## config.mk

```make
export PLATFORM = sky130hd
export DESIGN_NAME = seq_unsigned_divider
export DESIGN_NICKNAME = d
export VERILOG_FILES = /design/src/rtl/seq_unsigned_divider.sv
export SDC_FILE = /design/constraint.sdc
export NUM_CORES = 1
export LEC_CHECK = 0
export CAP_MARGIN = 20
export CORE_MARGIN = 2
export CORE_UTILIZATION = 30
export DETAILED_ROUTE_END_ITERATION = 16
export PLACE_DENSITY = 0.56
export SLEW_MARGIN = 10
export SYNTH_ARGS = -nofsm -noshare
export SYNTH_HDL_FRONTEND = slang
export SYNTH_SLANG_ARGS = --single-unit
```

## constraint.sdc

```tcl
create_clock -name clk -period 5.9 [get_ports clk]
set_input_delay 1.18 -clock clk [delete_from_list [all_inputs] [get_ports clk]]
set_output_delay 1.18 -clock clk [all_outputs]
set_load 0.03 [all_outputs]
```

## src/rtl/seq_unsigned_divider.sv

```systemverilog
// Multi-cycle restoring unsigned divider: quotient = a / b, remainder = a % b.
// It processes ceil(a_width/num_cyc) quotient bits per cycle, so a result is
// ready exactly num_cyc cycles after start (plus one cycle per held cycle).
// Ports:
//   clk, rst_n   - rising-edge clock, asynchronous active-low reset
//   hold         - freeze an in-progress division (ignored when idle)
//   start        - begin a division; a and b are sampled on this edge
//   a, b         - unsigned dividend / divisor
//   complete     - 1 = results valid / idle, 0 = division in progress
//   divide_by_0  - b was zero for the current result
//   quotient     - registered quotient (all ones on divide by zero)
//   remainder    - registered remainder (a[b_width-1:0] on divide by zero)
module seq_unsigned_divider #(
  parameter int unsigned a_width = 8,
  parameter int unsigned b_width = 8,
  parameter int unsigned num_cyc = 3
) (
  input  logic               clk,
  input  logic               rst_n,
  input  logic               hold,
  input  logic               start,
  input  logic [a_width-1:0] a,
  input  logic [b_width-1:0] b,
  output logic               complete,
  output logic               divide_by_0,
  output logic [a_width-1:0] quotient,
  output logic [b_width-1:0] remainder
);

  // Bits per step; the dividend is zero-extended to a whole number of steps
  // so the final step absorbs any leftover bits without special casing.
  localparam int unsigned BPS = (a_width + num_cyc - 1) / num_cyc;
  localparam int unsigned TW  = BPS * num_cyc;
  localparam int unsigned CW  = $clog2(num_cyc);

  typedef enum logic {IDLE, BUSY} state_t;

  state_t             state;
  logic [CW-1:0]      cnt;
  logic [TW-1:0]      work;
  logic [a_width-1:0] q_work;
  logic [b_width-1:0] rem;
  logic [b_width-1:0] b_reg;
  logic [b_width-1:0] a_low;

  logic [TW-1:0]      work_nxt;
  logic [a_width-1:0] q_nxt;
  logic [b_width-1:0] rem_nxt;
  logic [b_width:0]   sh;

  // One step of BPS restoring shift-subtract iterations, MSB first.
  always_comb begin
    work_nxt = work;
    q_nxt    = q_work;
    rem_nxt  = rem;
    sh       = '0;
    for (int i = 0; i < int'(BPS); i++) begin
      sh       = {rem_nxt, work_nxt[TW-1]};
      work_nxt = work_nxt << 1;
      if (sh >= {1'b0, b_reg}) begin
        sh    = sh - {1'b0, b_reg};
        q_nxt = {q_nxt[a_width-2:0], 1'b1};
      end else begin
        q_nxt = {q_nxt[a_width-2:0], 1'b0};
      end
      // With b != 0 the difference is < b; with b == 0 the value is discarded.
      rem_nxt = sh[b_width-1:0];
    end
  end

  // Control and datapath registers; start overrides hold and any running division.
  always_ff @(posedge clk or negedge rst_n) begin
    if (!rst_n) begin
      state       <= IDLE;
      cnt         <= '0;
      work        <= '0;
      q_work      <= '0;
      rem         <= '0;
      b_reg       <= '0;
      a_low       <= '0;
      complete    <= 1'b0;
      divide_by_0 <= 1'b0;
      quotient    <= '0;
      remainder   <= '0;
    end else if (start) begin
      state    <= BUSY;
      cnt      <= '0;
      work     <= TW'(a);
      q_work   <= '0;
      rem      <= '0;
      b_reg    <= b;
      a_low    <= a[b_width-1:0];
      complete <= 1'b0;
    end else begin
      case (state)
        BUSY: begin
          if (!hold) begin
            work   <= work_nxt;
            q_work <= q_nxt;
            rem    <= rem_nxt;
            if (cnt == CW'(num_cyc - 1)) begin
              state    <= IDLE;
              cnt      <= '0;
              complete <= 1'b1;
              if (b_reg == '0) begin
                divide_by_0 <= 1'b1;
                quotient    <= '1;
                remainder   <= a_low;
              end else begin
                divide_by_0 <= 1'b0;
                quotient    <= q_nxt;
                remainder   <= rem_nxt;
              end
            end else begin
              cnt <= cnt + CW'(1);
            end
          end
        end
        default: state <= IDLE;
      endcase
    end
  end

endmodule

```

==> results of run 1 <==
-- cell usage after synthesis, drive strengths merged (3+ instances only) --
| cell type | n | area share [%] |
|---|---|---|
| dfrtp | 59 | 41 |
| o21ai | 37 | 5.1 |
| nand2 | 30 | 3.1 |
| inv | 29 | 3.0 |
| nor2 | 27 | 2.8 |
| ha | 24 | 8.3 |
| a21oi | 17 | 2.3 |
| mux2 | 15 | 4.9 |
| mux2i | 11 | 3.0 |
| xnor2 | 11 | 2.7 |
| a211oi | 10 | 2.2 |
| clkbuf | 10 | 1.0 |
| a21o | 8 | 1.7 |
| a22oi | 8 | 1.7 |
| nor2b | 8 | 1.4 |
| o22a | 7 | 1.7 |
| buf | 6 | 1.1 |
| nand2b | 6 | 1.0 |
| nand3 | 5 | 0.69 |
| a31oi | 4 | 0.69 |
| nor3 | 4 | 0.55 |
| o31ai | 4 | 1.2 |
| a22o | 3 | 0.73 |
| and3 | 3 | 0.52 |
| fa | 3 | 1.7 |
| nand3b | 3 | 0.62 |
| nor3b | 3 | 0.62 |
-- per-layer routing --
metal / vias up / wire length [µm] / global-route usage (%)
met5: - / 0 / 0
met4: 0 / 54 / 4.47
met3: 7 / 361 / 3.35
met2: 54 / 4430 / 24.0
met1: 1412 / 4760 / 22.0
li1: 1438 / - / -
-- area by class of cell --
cell class | count | area, µm²
Fill cell | 1205 | 7340
Multi-Input combinational cell | 273 | 2010
Sequential cell | 59 | 1480
Timing Repair Buffer | 52 | 484
Clock buffer | 9 | 225
Tap cell | 147 | 184
Inverter | 29 | 109
Clock inverter | 7 | 76.3
-- logic make-up (layout without fill, tap and decap cells) --
group,after synthesis,count (layout),share of synthesized area (%)
simple gates,97,97,12.9
compound gates,110,110,20.2
mux,26,26,7.91
buf+inv,45,97,5.15
xor+xnor,13,13,3.14
flops,59,59,40.7
fa+ha+maj,27,27,9.94
-- path summary, 6_finish.rpt --
check | depth (start not counted) | endpoint | from
setup / recovery | 23 | rem[1]$_DFFE_PN0P_ | b_reg[5]$_DFFE_PN0P_
hold / removal | 1 | quotient[5]$_DFFE_PN0P_ | q_work[2]$_DFFE_PN0P_
hold reg to reg | 1 | quotient[5]$_DFFE_PN0P_ | q_work[2]$_DFFE_PN0P_
setup reg to reg | 23 | rem[1]$_DFFE_PN0P_ | b_reg[5]$_DFFE_PN0P_
max in group asynchronous | 2 | b_reg[1]$_DFFE_PN0P_ | rst_n
min in group asynchronous | 2 | divide_by_0$_DFFE_PN0P_ | rst_n
-- metrics by stage --
stage | hold WS, ns | utilization (%)
after global routing | 0.515 | 38.4
final | 0.490 | 38.4
after detailed placement | 0.480 | 35.4
after CTS | 0.493 | 37.9
after floorplan | 0.460 | -
after global placement | 0.471 | 35.2
-- critical path, cell delays in order, from the launching register on --
cell	delay, ns
dfrtp_1	0.36
inv_2	0.09
ha_2	0.40
and3_1	0.23
nand2_1	0.12
o31ai_4	0.28
buf_4	0.23
mux2_2	0.36
ha_1	0.35
nand2_1	0.12
a31oi_1	0.21
o21ai_1	0.12
nand3_1	0.12
buf_6	0.16
mux2_2	0.37
ha_1	0.33
nand2_1	0.13
a21o_1	0.11
a31oi_1	0.10
o31ai_1	0.25
o311a_1	0.22
buf_4	0.17
mux2_2	0.39
o31ai_2	0.17
==> results.yml, run 1 <==
outcome:
  outcome: "finished clean"
place:
  pre_cts_ws_ns: 0.128
  placed_cells: 560
  port-buffer-count: 37
  placed_cell_area_mm2: 0.00421
  place_congestion: 0.971
  place_hpwl_um: 7180
clock_network:
  cts.reportedPaths.clkPinSlew_ns: 0.06
  cts_made_buffers: 9
  cts_resized: 0
  root_buffer: "clkbuf_16"
  ctsHoldBuffers: 0
  cts_setup_buffers: 0
  cts.path.max_buffers: 2
  clock_sinks: 59
  clock_latency_ns: 0.33
  htree_levels: 3
  cts_tree: "built"
die:
  die_w_um: 114
  core_mm2: 0.0119
  die_h_um: 114
  dieArea_mm2: 0.0130
  io-pin-count: 38
  start_util_pct: 30.4
  rows: 40
routing:
  vias: 2911
  dr.pass1.iters: 4
  via_per_inst: 5.05
  wl_per_cell_um: 16.7
  drc: 0
  drtIter0Drc: 148
  antenna_left: 0
  drt_wl_total_um: 9610
timing:
  fin_tns_setup_ns: 0
  fmax_mhz: 182
  setup_slack_ns: 0.398
  period_share_pct: 93.2
  maxSlewHeadroom_pct: 34.1
  period_needed_ns: 5.50
  drv_slew: 0
  skew_ns: 0.00608
  hold_viol: 0
  setup_violations: 0
  worstMarginPinSlew_ns: 0.988
global_route:
  grt_pass1_vias: 2951
  grt_pass1_wl_um: 15700
  overflow: 0
  grt_max_degree: 60
  antenna_found_initial: 0
  grt_usage_pct: 15.5
synth:
  yosys_warnings: 0
  synthDistinctLibCells: 52
  synth_edf_count: 0
  synth_cells: 377
  async_flop_share_pct: 100
  netlist_area_mm2: 0.00362
  yosysSeqAreaShare_pct: 40.7
  ys_seq_elements: 59
  ys.flop_type: "dfrtp_1"
  synth_area_per_cell_um2: 9.61
  synth_nets: 424
critical_path:
  end_kind: "flip-flop"
  critical_path_class: "flip-flop to flip-flop"
  cp_data_arrival_time_ns: 5.74
  crit_fanout: 8
  rrSetupSlack_ns: 0.40
  crit_required_ns: 6.14
  cp-start-kind: "flip-flop"
final_layout:
  area_growth_pct: 26.1
  insertedDiodeCount: 0
  layout-drive-gt1-share_pct: 15.9
  mostFrequentLayoutCell: "dfrtp_1"
  final_cell_mix: "58 x dfrtp_1, 35 x clkdlybuf4s50_1, 30 x nand2_1"
  largest_reg_flops: 9
  fin_cells: 576
  top_register: "work"
  fin_area_mm2: 0.00457
  final_nets: 471
run:
  max_cap_viol_count: 0
worst_hold_path:
  min_path_type: "flip-flop to flip-flop"
Power of run 1 is not shown: default switching activity piles up to over one toggle a cycle in this logic, so the estimate is an artifact.
==> inputs of run 2 (changes only) <==
Settings changed: CORE_UTILIZATION 30 to 55, PLACE_DENSITY 0.56 to 0.86.
==> run 2 against run 1 <==
Effect of this change: cell count decreased by 13%; global-route usage is 12 points higher; critical path type unchanged; flip-flop and latch count is the same; largest cell class unchanged; critical path depth is the same; sequential share of layout area increased by 1.4 points; core utilization up 31 points; hold slack improved by 0.0040 ns; via count increased by 7.3%; non-clock buffer count decreased by 2; wire length down 0.80%.
==> results.yml, run 2 (synthesized netlist as in run 1, its figures left out) <==
routing:
  antenna_left: 0
  dr.pass1.iters: 6
  via_per_inst: 6.20
  wl_per_cell_um: 18.9
  vias: 3124
  drtIter0Drc: 294
  drt_wl_total_um: 9530
  drc: 0
timing:
  grt_setup_unrepaired: "no"
  drv_slew: 0
  fin_tns_setup_ns: 0
  period_needed_ns: 5.59
  period_share_pct: 94.7
  maxSlewHeadroom_pct: 33.7
  skew_ns: 0.00881
  setup_violations: 0
  worstMarginPinSlew_ns: 0.995
  hold_viol: 0
  fmax_mhz: 179
outcome:
  outcome: "finished clean"
clock_network:
  ctsHoldBuffers: 0
  root_buffer: "clkbuf_8"
  clock_latency_ns: 0.34
  htree_levels: 3
  cts.path.max_buffers: 2
  cts_tree: "built"
  clock_sinks: 59
  cts_made_buffers: 9
  cts.reportedPaths.clkPinSlew_ns: 0.08
die:
  rows: 29
  die_w_um: 85.2
  start_util_pct: 57.1
  io-pin-count: 38
  core_mm2: 0.00635
  dieArea_mm2: 0.00725
  die_h_um: 85.2
global_route:
  overflow: 0
  grt_usage_pct: 27.6
  grt_max_degree: 60
  antenna_found_initial: 0
  grt_pass1_vias: 3005
  grt_pass1_wl_um: 15500
final_layout:
  mostFrequentLayoutCell: "dfrtp_1"
  multiInputGateArea_mm2: 0.00201
  nFillCells: 479
  final_cell_mix: "58 x dfrtp_1, 35 x clkdlybuf4s50_1, 30 x nand2_1"
  area_growth_pct: 21.0
  insertedDiodeCount: 0
  layout-drive-gt1-share_pct: 15.2
  ff_latch_area_mm2: 0.00148
  top_register: "work"
  final_nets: 469
  largest_reg_flops: 9
worst_hold_path:
  min_path_type: "flip-flop to flip-flop"
critical_path:
  end_kind: "flip-flop"
  crit_chain: "inv_1 > ha_2 > and3_1 > nand2_1 > o31ai_4 > buf_4 > mux2_2 > ha_1 > nand2_1 > a31oi_1 > o21ai_1 > nand3_1 > buf_4 > mux2_2 > ha_1 > nand2_1 > a21o_1 > a31oi_1 > o31ai_1 > o311a_1 > buf_6 > mux2_2 > o31ai_2"
  cp_data_arrival_time_ns: 5.84
  critical_path_class: "flip-flop to flip-flop"
  cp_top_family: "compound AO/OA/AOI/OAI gates"
  cpMaxStageDelayCell: "ha_2"
  crit_fanout: 10
  cp_slowest_stage_delay_ns: 0.41
  path_buf_inv: 4
  crit_required_ns: 6.15
  cp-start-kind: "flip-flop"
place:
  port-buffer-count: 37
  place_hpwl_um: 6810
  place_congestion: 0.921
run:
  max_cap_viol_count: 0
-- run 2: cell count changes in the layout (fill, tap and decap cells not counted), moves of 2 or more --
cell,before,now
buf_4,13,11
clkbuf_16,9,0
clkbuf_8,0,10
inv_1,26,28
inv_2,3,1
-- run 2: path summary, 6_finish.rpt --
kind / startpoint / endpoint / slack, ns / depth (start not counted)
min in group asynchronous: rst_n / divide_by_0$_DFFE_PN0P_ / 0.98 / 2
worst min-delay path: q_work[3]$_DFFE_PN0P_ / quotient[6]$_DFFE_PN0P_ / 0.49 / 1
worst min register to register: q_work[3]$_DFFE_PN0P_ / quotient[6]$_DFFE_PN0P_ / 0.49 / 1
worst max register to register: b_reg[5]$_DFFE_PN0P_ / rem[1]$_DFFE_PN0P_ / 0.31 / 23
worst max-delay path: b_reg[5]$_DFFE_PN0P_ / rem[1]$_DFFE_PN0P_ / 0.31 / 23
max in group asynchronous: rst_n / b_reg[1]$_DFFE_PN0P_ / 4.35 / 2
-- run 2: cell type report --
cell class | instances | share of cell area [%]
multi-input combinational | 273 | 45.7
timing repair buffer | 50 | 10.7
clock inverter | 6 | 2.03
clock buffer | 10 | 3.14
tap | 77 | 2.20
inverter | 29 | 2.48
sequential | 59 | 33.7
-- run 2: what timing repair did --
item | CTS | global route
resized for setup | 0 | 15
setup buffers | 0 | 0
endpoints found under the hold margin | 0 | 0
endpoints found under the setup margin | 0 | 17
-- run 2: stage by stage --
| step | util, % | setup slack, ns | cells | instance area, µm² | hold WS, ns |
|---|---|---|---|---|---|
| after floorplan | - | 0.409 | 377 | 3620 | 0.460 |
| after global placement | 64.5 | 0.123 | 487 | 4100 | 0.467 |
| after detailed placement | 64.5 | 0.0218 | 487 | 4100 | 0.476 |
| after CTS | 68.1 | 0.0216 | 503 | 4320 | 0.493 |
| after global routing | 69.0 | 0.00784 | 504 | 4380 | 0.510 |
| final | 69.0 | 0.311 | 504 | 4380 | 0.494 |
-- run 2: worst reg2reg max path: stages, from the launching register on --
cell,delay [ns]
dfrtp_1,0.34
inv_1,0.11
ha_2,0.41
and3_1,0.24
nand2_1,0.12
o31ai_4,0.31
buf_4,0.21
mux2_2,0.35
ha_1,0.34
nand2_1,0.10
a31oi_1,0.24
o21ai_1,0.13
nand3_1,0.10
buf_4,0.20
mux2_2,0.39
ha_1,0.35
nand2_1,0.11
a21o_1,0.11
a31oi_1,0.10
o31ai_1,0.26
o311a_1,0.22
buf_6,0.17
mux2_2,0.39
o31ai_2,0.18
-- run 2: per-layer routing --
layer	vias up	part of all wire, %	GRT usage, %
li1	1436	-	-
met1	1542	44	39.5
met2	124	47	41.2
met3	22	6.6	7.49
met4	0	2.0	8.51
met5	-	0	0
Power of run 2 is left out for the same reason.
==> inputs of run 3 (changes only) <==
Clock period 5.9 ns to 6.3 ns, I/O delays scaled along.
==> run 3 against run 2 <==
Effect of this change: critical path depth increased by 2; cell area decreased by 0.97%; highest routed layer unchanged; clock skew decreased by 0.0041 ns; cell count unchanged; critical endpoint is now rem[5]$_DFFE_PN0P_; maximum frequency decreased by 5.0%; via count decreased by 1.7%; largest cell class unchanged.
==> results.yml, run 3 (synthesized netlist as in run 1, its figures left out) <==
worst_hold_path:
  min_path_type: "flip-flop to flip-flop"
timing:
  period_share_pct: 93.4
  fin_tns_setup_ns: 0
  fmax_mhz: 170
  maxSlewHeadroom_pct: 35.9
  hold_viol: 0
  period_needed_ns: 5.88
  skew_ns: 0.00470
  drv_slew: 0
  setup_violations: 0
  worstMarginPinSlew_ns: 0.962
final_layout:
  layout-drive-gt1-share_pct: 13.3
  mostFrequentLayoutCell: "dfrtp_1"
  insertedDiodeCount: 0
  top_register: "work"
  area_growth_pct: 19.8
  fin_area_mm2: 0.00434
  final_nets: 469
  final_cell_mix: "58 x dfrtp_1, 35 x clkdlybuf4s50_1, 30 x nand2_1, 30 x o21ai_0, 29 x inv_1"
  fin_cells: 504
  largest_reg_flops: 9
routing:
  via_per_inst: 6.09
  antenna_left: 0
  wl_per_cell_um: 18.1
  drt_wl_total_um: 9100
  drc: 0
  vias: 3070
  dr.pass1.iters: 4
  drtIter0Drc: 201
global_route:
  grt_pass1_vias: 3029
  grt_pass1_wl_um: 15000
  overflow: 0
  grt_max_degree: 60
  grt_usage_pct: 26.6
  antenna_found_initial: 0
critical_path:
  cp-start-kind: "flip-flop"
  cpMostUsedCell: "nor2b_1"
  crit_fanout: 8
  crit_required_ns: 6.47
  cp_data_arrival_time_ns: 6.05
  end_kind: "flip-flop"
  cpMaxStageDelayCell: "mux2i_1"
  critical_path_class: "flip-flop to flip-flop"
  cp_slowest_stage_delay_ns: 0.48
die:
  dieArea_mm2: 0.00725
  io-pin-count: 38
  core_mm2: 0.00635
  die_w_um: 85.2
  die_h_um: 85.2
  start_util_pct: 57.1
  rows: 29
place:
  placed_cell_area_mm2: 0.00407
  place_congestion: 0.956
  port-buffer-count: 37
  place_hpwl_um: 6740
  placed_cells: 484
run:
  max_cap_viol_count: 0
clock_network:
  cts_made_buffers: 9
  cts.reportedPaths.clkPinSlew_ns: 0.06
  ctsHoldBuffers: 0
  cts.path.max_buffers: 2
  clock_latency_ns: 0.33
  root_buffer: "clkbuf_8"
  clock_sinks: 59
  cts_tree: "built"
  htree_levels: 3
outcome:
  outcome: "finished clean"
[run 3: area by class of cell]
type                    count  area [µm²]
flip-flops and latches     59        1480
inverters                  29         109
repair buffers             50         465
clock inverters             4        47.5
clock buffers              12         165
fillers                   455        2010
multi-input cells         273        1980
well taps                  77        96.3
[run 3: worst paths after layout]
kind                            slack, ns                  start  depth (start not counted)                      end
worst max-delay path                 0.42   b_reg[1]$_DFFE_PN0P_                         25       rem[5]$_DFFE_PN0P_
worst min-delay path                 0.49  q_work[3]$_DFFE_PN0P_                          1  quotient[6]$_DFFE_PN0P_
worst max register to register       0.42   b_reg[1]$_DFFE_PN0P_                         25       rem[5]$_DFFE_PN0P_
worst min register to register       0.49  q_work[3]$_DFFE_PN0P_                          1  quotient[6]$_DFFE_PN0P_
max in group asynchronous            4.70                  rst_n                          2     b_reg[1]$_DFFE_PN0P_
min in group asynchronous            1.08                  rst_n                          2     a_low[2]$_DFFE_PN0P_
[run 3: worst max-delay path: cells and delay by family (launching register included)]
family | cells | cell delay (ns)
AO/OA/AOI/OAI | 12 | 2.53
multiplexers | 2 | 0.82
AND/OR/NAND/NOR | 5 | 0.79
adder cells (fa/ha/maj) | 3 | 0.80
buffers and inverters | 3 | 0.34
flip-flops | 1 | 0.44
[run 3: metal layers]
layer | track usage (%) | part of all wire (%)
met1 | 36.8 | 45
met2 | 42.3 | 48
met3 | 5.84 | 5.8
met4 | 7.94 | 1.2
met5 | 0 | 0
[run 3: stage by stage]
stage	worst slack, ns	hold WS (ns)	util (%)
after floorplan	0.809	0.460	-
after global placement	0.340	0.469	64.1
after detailed placement	0.165	0.472	64.1
after CTS	0.105	0.487	67.5
after global routing	-0.0492	0.518	68.4
final	0.416	0.487	68.4
[run 3: repair_timing]
item,in CTS,in global routing
gates resized for setup,0,5
setup endpoints to repair,0,18
buffers inserted,0,3
endpoints found under the hold margin,0,0
Power of run 3 is left out for the same reason.
